--- src/rtl/nvp_v1_quant_act_pool.sv ---
// Quantize, activate and optionally max-pool a stream of wide signed accumulator values.
// Two-stage pipeline with a single global enable for valid/ready backpressure.
module nvp_v1_quant_act_pool #(
    parameter int unsigned           DATA_WIDTH        = 16,
    parameter int unsigned           FRAC_SHIFT        = 8,
    parameter int unsigned           UNQUANTIZED_WIDTH = 48,
    parameter int unsigned           POOL_COUNT_WIDTH  = 4,
    parameter logic [DATA_WIDTH-1:0] CLAMP_VALUE       = 16'h0600
) (
    input  logic                         clk,
    input  logic                         rst,
    input  logic [1:0]                   cfg_activation,
    input  logic                         cfg_pooling,
    input  logic [POOL_COUNT_WIDTH-1:0]  cfg_pool_count,
    input  logic                         s_valid,
    output logic                         s_ready,
    input  logic [UNQUANTIZED_WIDTH-1:0] s_data,
    output logic                         m_valid,
    input  logic                         m_ready,
    output logic [DATA_WIDTH-1:0]        m_data,
    output logic                         sat_flag,
    input  logic                         clr_sat
);

    localparam int unsigned DW  = DATA_WIDTH;
    localparam int unsigned UW  = UNQUANTIZED_WIDTH;
    localparam int unsigned PCW = POOL_COUNT_WIDTH;
    localparam logic [DW-1:0] Q_MAX = {1'b0, {(DW-1){1'b1}}};
    localparam logic [DW-1:0] Q_MIN = {1'b1, {(DW-1){1'b0}}};

    logic                 en;
    logic signed [UW-1:0] shifted;
    logic                 overflow;
    logic [DW-1:0]        quant;

    logic                 q1_valid;
    logic [DW-1:0]        q1_data;
    logic [PCW-1:0]       win_cnt;
    logic [DW-1:0]        max_q;
    logic [1:0]           act_q;
    logic                 pool_q;
    logic [PCW-1:0]       pcnt_q;

    logic                 win_start;
    logic [1:0]           act_mode;
    logic                 pool_mode;
    logic [PCW-1:0]       pool_n;
    logic [PCW-1:0]       n_eff;
    logic                 pool_on;
    logic                 win_last;
    logic [DW-1:0]        relu;
    logic [DW-1:0]        act;
    logic [DW-1:0]        max_upd;

    logic                 m_valid_d;
    logic [DW-1:0]        m_data_d;
    logic [PCW-1:0]       win_cnt_d;
    logic [DW-1:0]        max_d;
    logic [1:0]           act_d;
    logic                 pool_d;
    logic [PCW-1:0]       pcnt_d;
    logic                 sat_d;

    assign en      = !m_valid || m_ready;
    assign s_ready = en;

    // Quantizer: arithmetic shift, then saturate if the dropped high bits are not a sign extension
    assign shifted  = $signed(s_data) >>> FRAC_SHIFT;
    assign overflow = (shifted[UW-1:DW-1] != {(UW-DW+1){shifted[UW-1]}});
    assign quant    = overflow ? (shifted[UW-1] ? Q_MIN : Q_MAX) : shifted[DW-1:0];

    // The window's first element sees live config; later elements use the copy latched with it
    assign win_start = (win_cnt == '0);
    assign act_mode  = win_start ? cfg_activation : act_q;
    assign pool_mode = win_start ? cfg_pooling    : pool_q;
    assign pool_n    = win_start ? cfg_pool_count : pcnt_q;
    assign n_eff     = (pool_n == '0) ? PCW'(1) : pool_n;
    assign pool_on   = pool_mode && (n_eff != PCW'(1));
    assign win_last  = (win_cnt == (n_eff - PCW'(1)));

    always_comb begin
        relu = q1_data;
        if ((act_mode == 2'd1 || act_mode == 2'd2) && q1_data[DW-1]) begin
            relu = '0;
        end
    end

    always_comb begin
        act = relu;
        if (act_mode == 2'd2 && $signed(relu) > $signed(CLAMP_VALUE)) begin
            act = CLAMP_VALUE;
        end
    end

    assign max_upd = (win_start || ($signed(act) > $signed(max_q))) ? act : max_q;

    // Stage-2 / pooling next-state
    always_comb begin
        m_valid_d = m_valid;
        m_data_d  = m_data;
        win_cnt_d = win_cnt;
        max_d     = max_q;
        act_d     = act_q;
        pool_d    = pool_q;
        pcnt_d    = pcnt_q;
        if (en) begin
            m_valid_d = 1'b0;
            if (q1_valid) begin
                if (win_start) begin
                    act_d  = cfg_activation;
                    pool_d = cfg_pooling;
                    pcnt_d = cfg_pool_count;
                end
                if (!pool_on) begin
                    m_valid_d = 1'b1;
                    m_data_d  = act;
                    win_cnt_d = '0;
                end else if (win_last) begin
                    m_valid_d = 1'b1;
                    m_data_d  = max_upd;
                    win_cnt_d = '0;
                end else begin
                    max_d     = max_upd;
                    win_cnt_d = win_cnt + PCW'(1);
                end
            end
        end
    end

    // Sticky saturation: a new saturating accept wins over a clear in the same cycle
    always_comb begin
        sat_d = sat_flag;
        if (en && s_valid && overflow) begin
            sat_d = 1'b1;
        end else if (clr_sat) begin
            sat_d = 1'b0;
        end
    end

    always_ff @(posedge clk) begin
        if (rst) begin
            q1_valid <= 1'b0;
            q1_data  <= '0;
            m_valid  <= 1'b0;
            m_data   <= '0;
            win_cnt  <= '0;
            max_q    <= '0;
            act_q    <= '0;
            pool_q   <= 1'b0;
            pcnt_q   <= '0;
            sat_flag <= 1'b0;
        end else begin
            if (en) begin
                q1_valid <= s_valid;
                q1_data  <= quant;
            end
            m_valid  <= m_valid_d;
            m_data   <= m_data_d;
            win_cnt  <= win_cnt_d;
            max_q    <= max_d;
            act_q    <= act_d;
            pool_q   <= pool_d;
            pcnt_q   <= pcnt_d;
            sat_flag <= sat_d;
        end
    end

endmodule

--- config.mk ---
export PLATFORM = sky130hd
export DESIGN_NAME = nvp_v1_quant_act_pool
export DESIGN_NICKNAME = d
export VERILOG_FILES = /design/src/rtl/nvp_v1_quant_act_pool.sv
export SDC_FILE = /design/constraint.sdc
export NUM_CORES = 1
export LEC_CHECK = 0
export ABC_AREA = 1
export ABC_CLOCK_PERIOD_IN_PS = 4100
export CORE_ASPECT_RATIO = 1.4
export CORE_MARGIN = 10
export CORE_UTILIZATION = 48
export DETAILED_ROUTE_END_ITERATION = 8
export PLACE_DENSITY = 0.74
export SLEW_MARGIN = 20
export SYNTH_ARGS = -nofsm -noshare
export SYNTH_HDL_FRONTEND = slang
export SYNTH_SLANG_ARGS = --single-unit
--- constraint.sdc ---
create_clock -name clk -period 4.1 [get_ports clk]
set_clock_uncertainty 0.1 [all_clocks]
set_input_delay 0.615 -clock clk [delete_from_list [all_inputs] [get_ports clk]]
set_output_delay 0.615 -clock clk [all_outputs]
set_load 0.05 [all_outputs]
# After elaboration in Yosys (flattened, before gate mapping)
# Index checks and enable logic that the tools add are counted.
# totals
register_bits	62
latchBits	0
ram_bits	0
mem_bits_ro	0
input_bits	60
out_inout_bits	19
elab_cells	54
n_memories	0
# op_classes
addsub	2
mul	0
div_mod_pow	0
order_cmp	2
eq_ne	6
shift	0
n_mux	18
bitwise	1
n_reduce_logical	15
# ops
cell	n
$mux W16	7
$ne A24 B24 Y1	1
$gt A16 B12 Y1 const B	1
$gt A16 B16 Y1	1
$mux W4	4
$logic_not A4 Y1	2
$mux W1	6
$logic_and A1 B1 Y1	5
$add A4 B1 Y4 const B	1
$eq A4 B4 Y1	1
$ne A4 B1 Y1 const B	1
$reduce_and A4 Y1	1
$sub A4 B1 Y4 const B	1
$logic_or A1 B1 Y1	3
$reduce_and A3 Y1	1
$eq A2 B1 Y1 const B	1
$eq A2 B2 Y1 const B	1
$mux W2	1
$ne A2 B1 Y1 const B	1
$reduce_and A2 Y1	1
$reduce_bool A2 Y1	1
$logic_not A1 Y1	1
$not A1 Y1	1

# Logic depth before layout (Yosys ltp)
# depth
ltp_word	14
depth_mapped	34
ltp_nobuf	31

# Worst setup path after synthesis
# No wires, ideal clock.
# synth_path
path_type	reg2reg
start	reg win_cnt[0]
end	reg max_q[10]
arrival_ns	4.152
required_ns	3.886
path_slack_ns	-0.266
path_stages_with_launch	34
path_cell_list	dfxtp_1 -> inv_1 -> ha_1 -> nand2_4 -> clkbuf_1 -> nand2_1 -> nand2_1 -> inv_1 -> ha_1 -> inv_1 -> nand2_1 -> buf_2 -> nand2_1 -> o21ai_0 -> nor2_1 -> nor2_1 -> nand3_2 -> buf_4 -> nand2_1 -> inv_1 -> ha_1 -> nand2_1 -> inv_1 -> o21bai_1 -> nand2_1 -> a21oi_1 -> nand2_1 -> nand2_1 -> nand3_2 -> nand2_1 -> buf_2 -> nand2_1 -> a21oi_1 -> nor2_1
# synth_between
elab_chain_cells	12
word_cells_on_any_way	23
cone_classes	add/sub: 1; order compare: 2; eq/ne: 4; mux: 7; bitwise: 1; reduce/logical: 8
# synth_lines
item	line	rtl
from (decl)	38	logic [PCW-1:0] win_cnt;
from (signal assigned)	159	win_cnt <= win_cnt_d;
$logic_not A4 Y1	73	assign win_start = (win_cnt == '0);
$mux W2	--	
$eq A2 B1 Y1 or $eq A2 B2 Y1 (tied branches)	83, 90	
$logic_or A1 B1 Y1	83	if ((act_mode == 2'd1 || act_mode == 2'd2) && q1_data[DW-1]) begin
$logic_and A1 B1 Y1	83	
$mux W16	83	
$gt A16 B12 Y1	90	if (act_mode == 2'd2 && $signed(relu) > $signed(CLAMP_VALUE)) begin
$logic_and A1 B1 Y1	90	
$mux W16	90	
$gt A16 B16 Y1	95	assign max_upd = (win_start || ($signed(act) > $signed(max_q))) ? act : max_q;
$logic_or A1 B1 Y1	95	
$mux W16	95	
to (signal assigned)	160	max_q <= max_d;
to (decl)	39	logic [DW-1:0] max_q;
# Several ways; a longest one is shown, not always the timed one.
# A chain may end at the register's enable or synchronous reset.

# Final worst setup path
# layout_path
start	reg win_cnt[0]
end	reg max_q[7]
# layout_between
elab_chain_cells	12
word_cells_on_any_way	23
cone_classes	add/sub: 1; order compare: 2; eq/ne: 4; mux: 7; bitwise: 1; reduce/logical: 8
# layout_lines
item	line	rtl
$logic_not A4 Y1 (*)	73	
$mux W2 (*)	--	
net act_mode[1]	45	logic [1:0] act_mode;
$eq A2 B1 Y1 or $eq A2 B2 Y1 (tied branches)	83, 90	
$logic_or A1 B1 Y1	83	
$logic_and A1 B1 Y1	83	
$mux W16	83	
$gt A16 B12 Y1	90	
$logic_and A1 B1 Y1	90	
$mux W16 (*)	90	
$gt A16 B16 Y1	95	
$logic_or A1 B1 Y1	95	
$mux W16 (*)	95	
# Mark *: on every way through the listed nets, which the timed path passes. The rest lies on a longest branch.

==> flow_metrics.py <==
metrics = {
    "timing": {
        "layout_setup_ws_ns": 0.01954,
        "timing.fmax_ghz": 0.2451,
        "rsz0062_at_grt": "true",
        "fin_crit_sh_pct": 99.52,
        "setup_viol": 0,
        "final-hold-violation-count": 0,
        "slew_violations": 0,
        "relSlewSlack_pct": 41.42,
        "worstMarginPinSlew_ns": 0.8788,
        "fin_crit_ns": 4.080,
    },
    "final_layout": {
        "n_antenna_cell": 0,
        "drive_gt1_share_pct": 20.68,
        "fin_cells": 898,
        "nets": 870,
        "fill_cells": 731,
        "ff_latch_area_um2": 1244,
        "area_growth_pct": 41.74,
        "utilization_pct": 70.13,
        "multiInputGateArea_um2": 2683,
    },
    "floorplan": {
        "rows": 40,
        "dieArea_um2": 13090,
        "initial_core_util_pct": 49.48,
        "dieWidth_um": 99.61,
        "fp.dieH_um": 131.5,
        "ioPinCount": 79,
        "coreArea_um2": 8608,
    },
    "synth": {
        "syn_area_um2": 4259,
        "synth_cell_types": 33,
        "ys_seq_area_share_pct": 29.14,
        "synthCells": 683,
        "synth_seq_cells": 62,
        "synth_area_per_cell_um2": 6.236,
        "synth_nets": 764,
        "yosys_warnings": 0,
    },
    "clock_tree": {
        "cts_max_level": 3,
        "cts-hold-fix-buffers": 0,
        "cts_sinks": 62,
        "cts_tree": "built",
        "insertion_delay_ns": 0.33,
        "cts_buffers": 9,
        "cts_root_buf": "clkbuf_16",
        "clkTransAtPathRegs_ns": 0.05,
        "clockBufferDepth": 2,
    },
    "global_routing": {
        "antenna_found_initial": 0,
        "grt_pass1_vias": 4359,
        "grt_remaining_overflow": 0,
        "grt_pass1_wl_mm": 18.87,
        "grt_max_degree": 40,
        "grt_usage_pct": 16.79,
    },
    "drt": {
        "drt_iter0_drc": 277,
        "totalWireLength_mm": 12.20,
        "num_vias": 4707,
        "ant_nets": 0,
        "drc": 0,
        "first_pass_iters": 6,
        "via_per_inst": 5.242,
        "wire_per_inst_um": 13.58,
    },
    "critical_path": {
        "crit_path_start_kind": "flop",
        "cp_common_cell": "nand2_2",
        "end_kind": "flop",
        "cpPeakStageDelay_ns": 0.33,
        "slowest_stage": "dfxtp_2",
        "critPathKind": "flop to flop",
        "critical_path_arrival_ns": 4.20,
        "required_ns": 4.22,
        "rrSetupSlack_ns": 0.02,
        "crit_fanout": 7,
    },
    "pwr": {
        "p_per_area_nw_per_um2": 384.1,
        "ir_drop_mv": 0.3257,
        "leakage_nw": 3.117,
    },
    "placed_design": {
        "place.gp.congestion": 0.8675,
        "port_buffers": 70,
        "pre_cts_slack_ns": -0.4779,
        "post-dp-hpwl_mm": 8.241,
        "place_inst": 874,
    },
    "job": {
        "maxCapViolCount": 0,
    },
    "status": {
        "status": "complete, no violations",
    },
    "hold_path": {
        "hold_class": "flop to flop",
    },
}
[flip-flops by register name (all words and copies together) (netlist names)]
signal and count:
sat_flag 1, pcnt_q 4, pool_q 1, q1_data 16, q1_valid 1, win_cnt 4
m_data 16, m_valid 1, max_q 16, act_q 2
[power by group]
group	internal [W]	switching [W]	total, W
combinational	0.000329	0.000488	0.000818
clock	0.000559	0.000267	0.000826
sequential	0.000652	0.0000236	0.000675
[repair_timing]
action	4_1_cts	5_1_grt
cloned	0	1
buffers inserted	0	8
pin swaps	0	26
resized for setup	4	78
setup endpoints to repair	32	32
[synth_stat cells, drive strengths merged]
library cell  instances  area, um2
o21bai                2      15.01
clkbuf               13      48.80
nand2               171      719.4
o41ai                 1      16.27
o211ai                4      30.03
xnor2                 1      8.760
nor2                 69      266.5
dfxtp                62       1241
xor2                  2      17.52
nand3                79      432.9
o32ai                 1      16.27
ha                   21      262.8
clkinv                2      7.510
a21o                  1      7.510
a21oi                50      250.2
nor3                  6      30.03
a31o                  1      8.760
nand3b                2      15.01
buf                  17      101.3
nand4                21      131.4
nor4                  3      18.77
o21ai                25      128.9
inv                 129      484.2
[final timing paths]
kind                            depth (start not counted)        to  startpoint
worst max register to register                         31  max_q[7]  win_cnt[0]
worst min register to register                          2  sat_flag    sat_flag
worst max-delay path                                   31  max_q[7]  win_cnt[0]
worst min-delay path                                    2  sat_flag    sat_flag
[layer usage]
metal	GRT usage, %	routed length, um
met1	17.10	4707
met2	29.85	6413
met3	4.774	755
met4	8.786	319
met5	0	0
[worst max-delay path: cells and delay by family, from the launching register on]
| kind | cells | cell delay [ns] |
|---|---|---|
| adder cells (fa/ha/maj) | 3 | 0.66 |
| flip-flops | 1 | 0.33 |
| AO/OA/AOI/OAI | 4 | 0.54 |
| AND/OR/NAND/NOR | 17 | 1.68 |
| buffers and inverters | 7 | 0.65 |
[layout by cell type, fill, tap and decap left out, types with 15 or more instances in the layout]
cell | synthesis | layout
inv_1 | 127 | 121
nand4_1 | 21 | 21
nand3_1 | 73 | 68
nand2_1 | 148 | 127
clkdlybuf4s50_1 | 0 | 68
buf_4 | 2 | 48
dfxtp_1 | 62 | 60
a21oi_1 | 50 | 43
nor2_1 | 68 | 61
ha_1 | 21 | 15
nand2_2 | 19 | 32
o21ai_0 | 24 | 20
[final cells by class]
type	instances	area share, %
timing repair buffer	124	19.21
tap	105	2.176
multi-input combinational	461	44.44
sequential	62	20.60
inverter	131	8.228
clock buffer	11	4.187
clock inverter	4	1.161
[kinds of logic (layout without fill, tap and decap cells)]
family / Yosys count / count (layout) / synth area share [%]
AOI/OAI and AO/OA: 85 / 85 / 11.10
buffers and inverters: 161 / 270 / 15.07
xor gates and xnor gates: 3 / 3 / 0.6170
adders and majority gates: 21 / 21 / 6.169
and+or+nand+nor: 351 / 352 / 37.90
DFF: 62 / 62 / 29.14
[stage by stage]
stage,setup TNS (ns),cell area [um2],hold WS (ns),total power (W)
after floorplan,0,4274,0.3568,0.001144
after global placement,-12.26,5304,0.3548,0.001360
after detailed placement,-14.32,5315,0.3691,0.001380
after CTS,0,5655,0.3786,0.002218
after global routing,-5.633,6037,0.4148,0.002435
final,0,6037,0.3735,0.002319
Note: power is estimated with default switching activity, not from simulation.
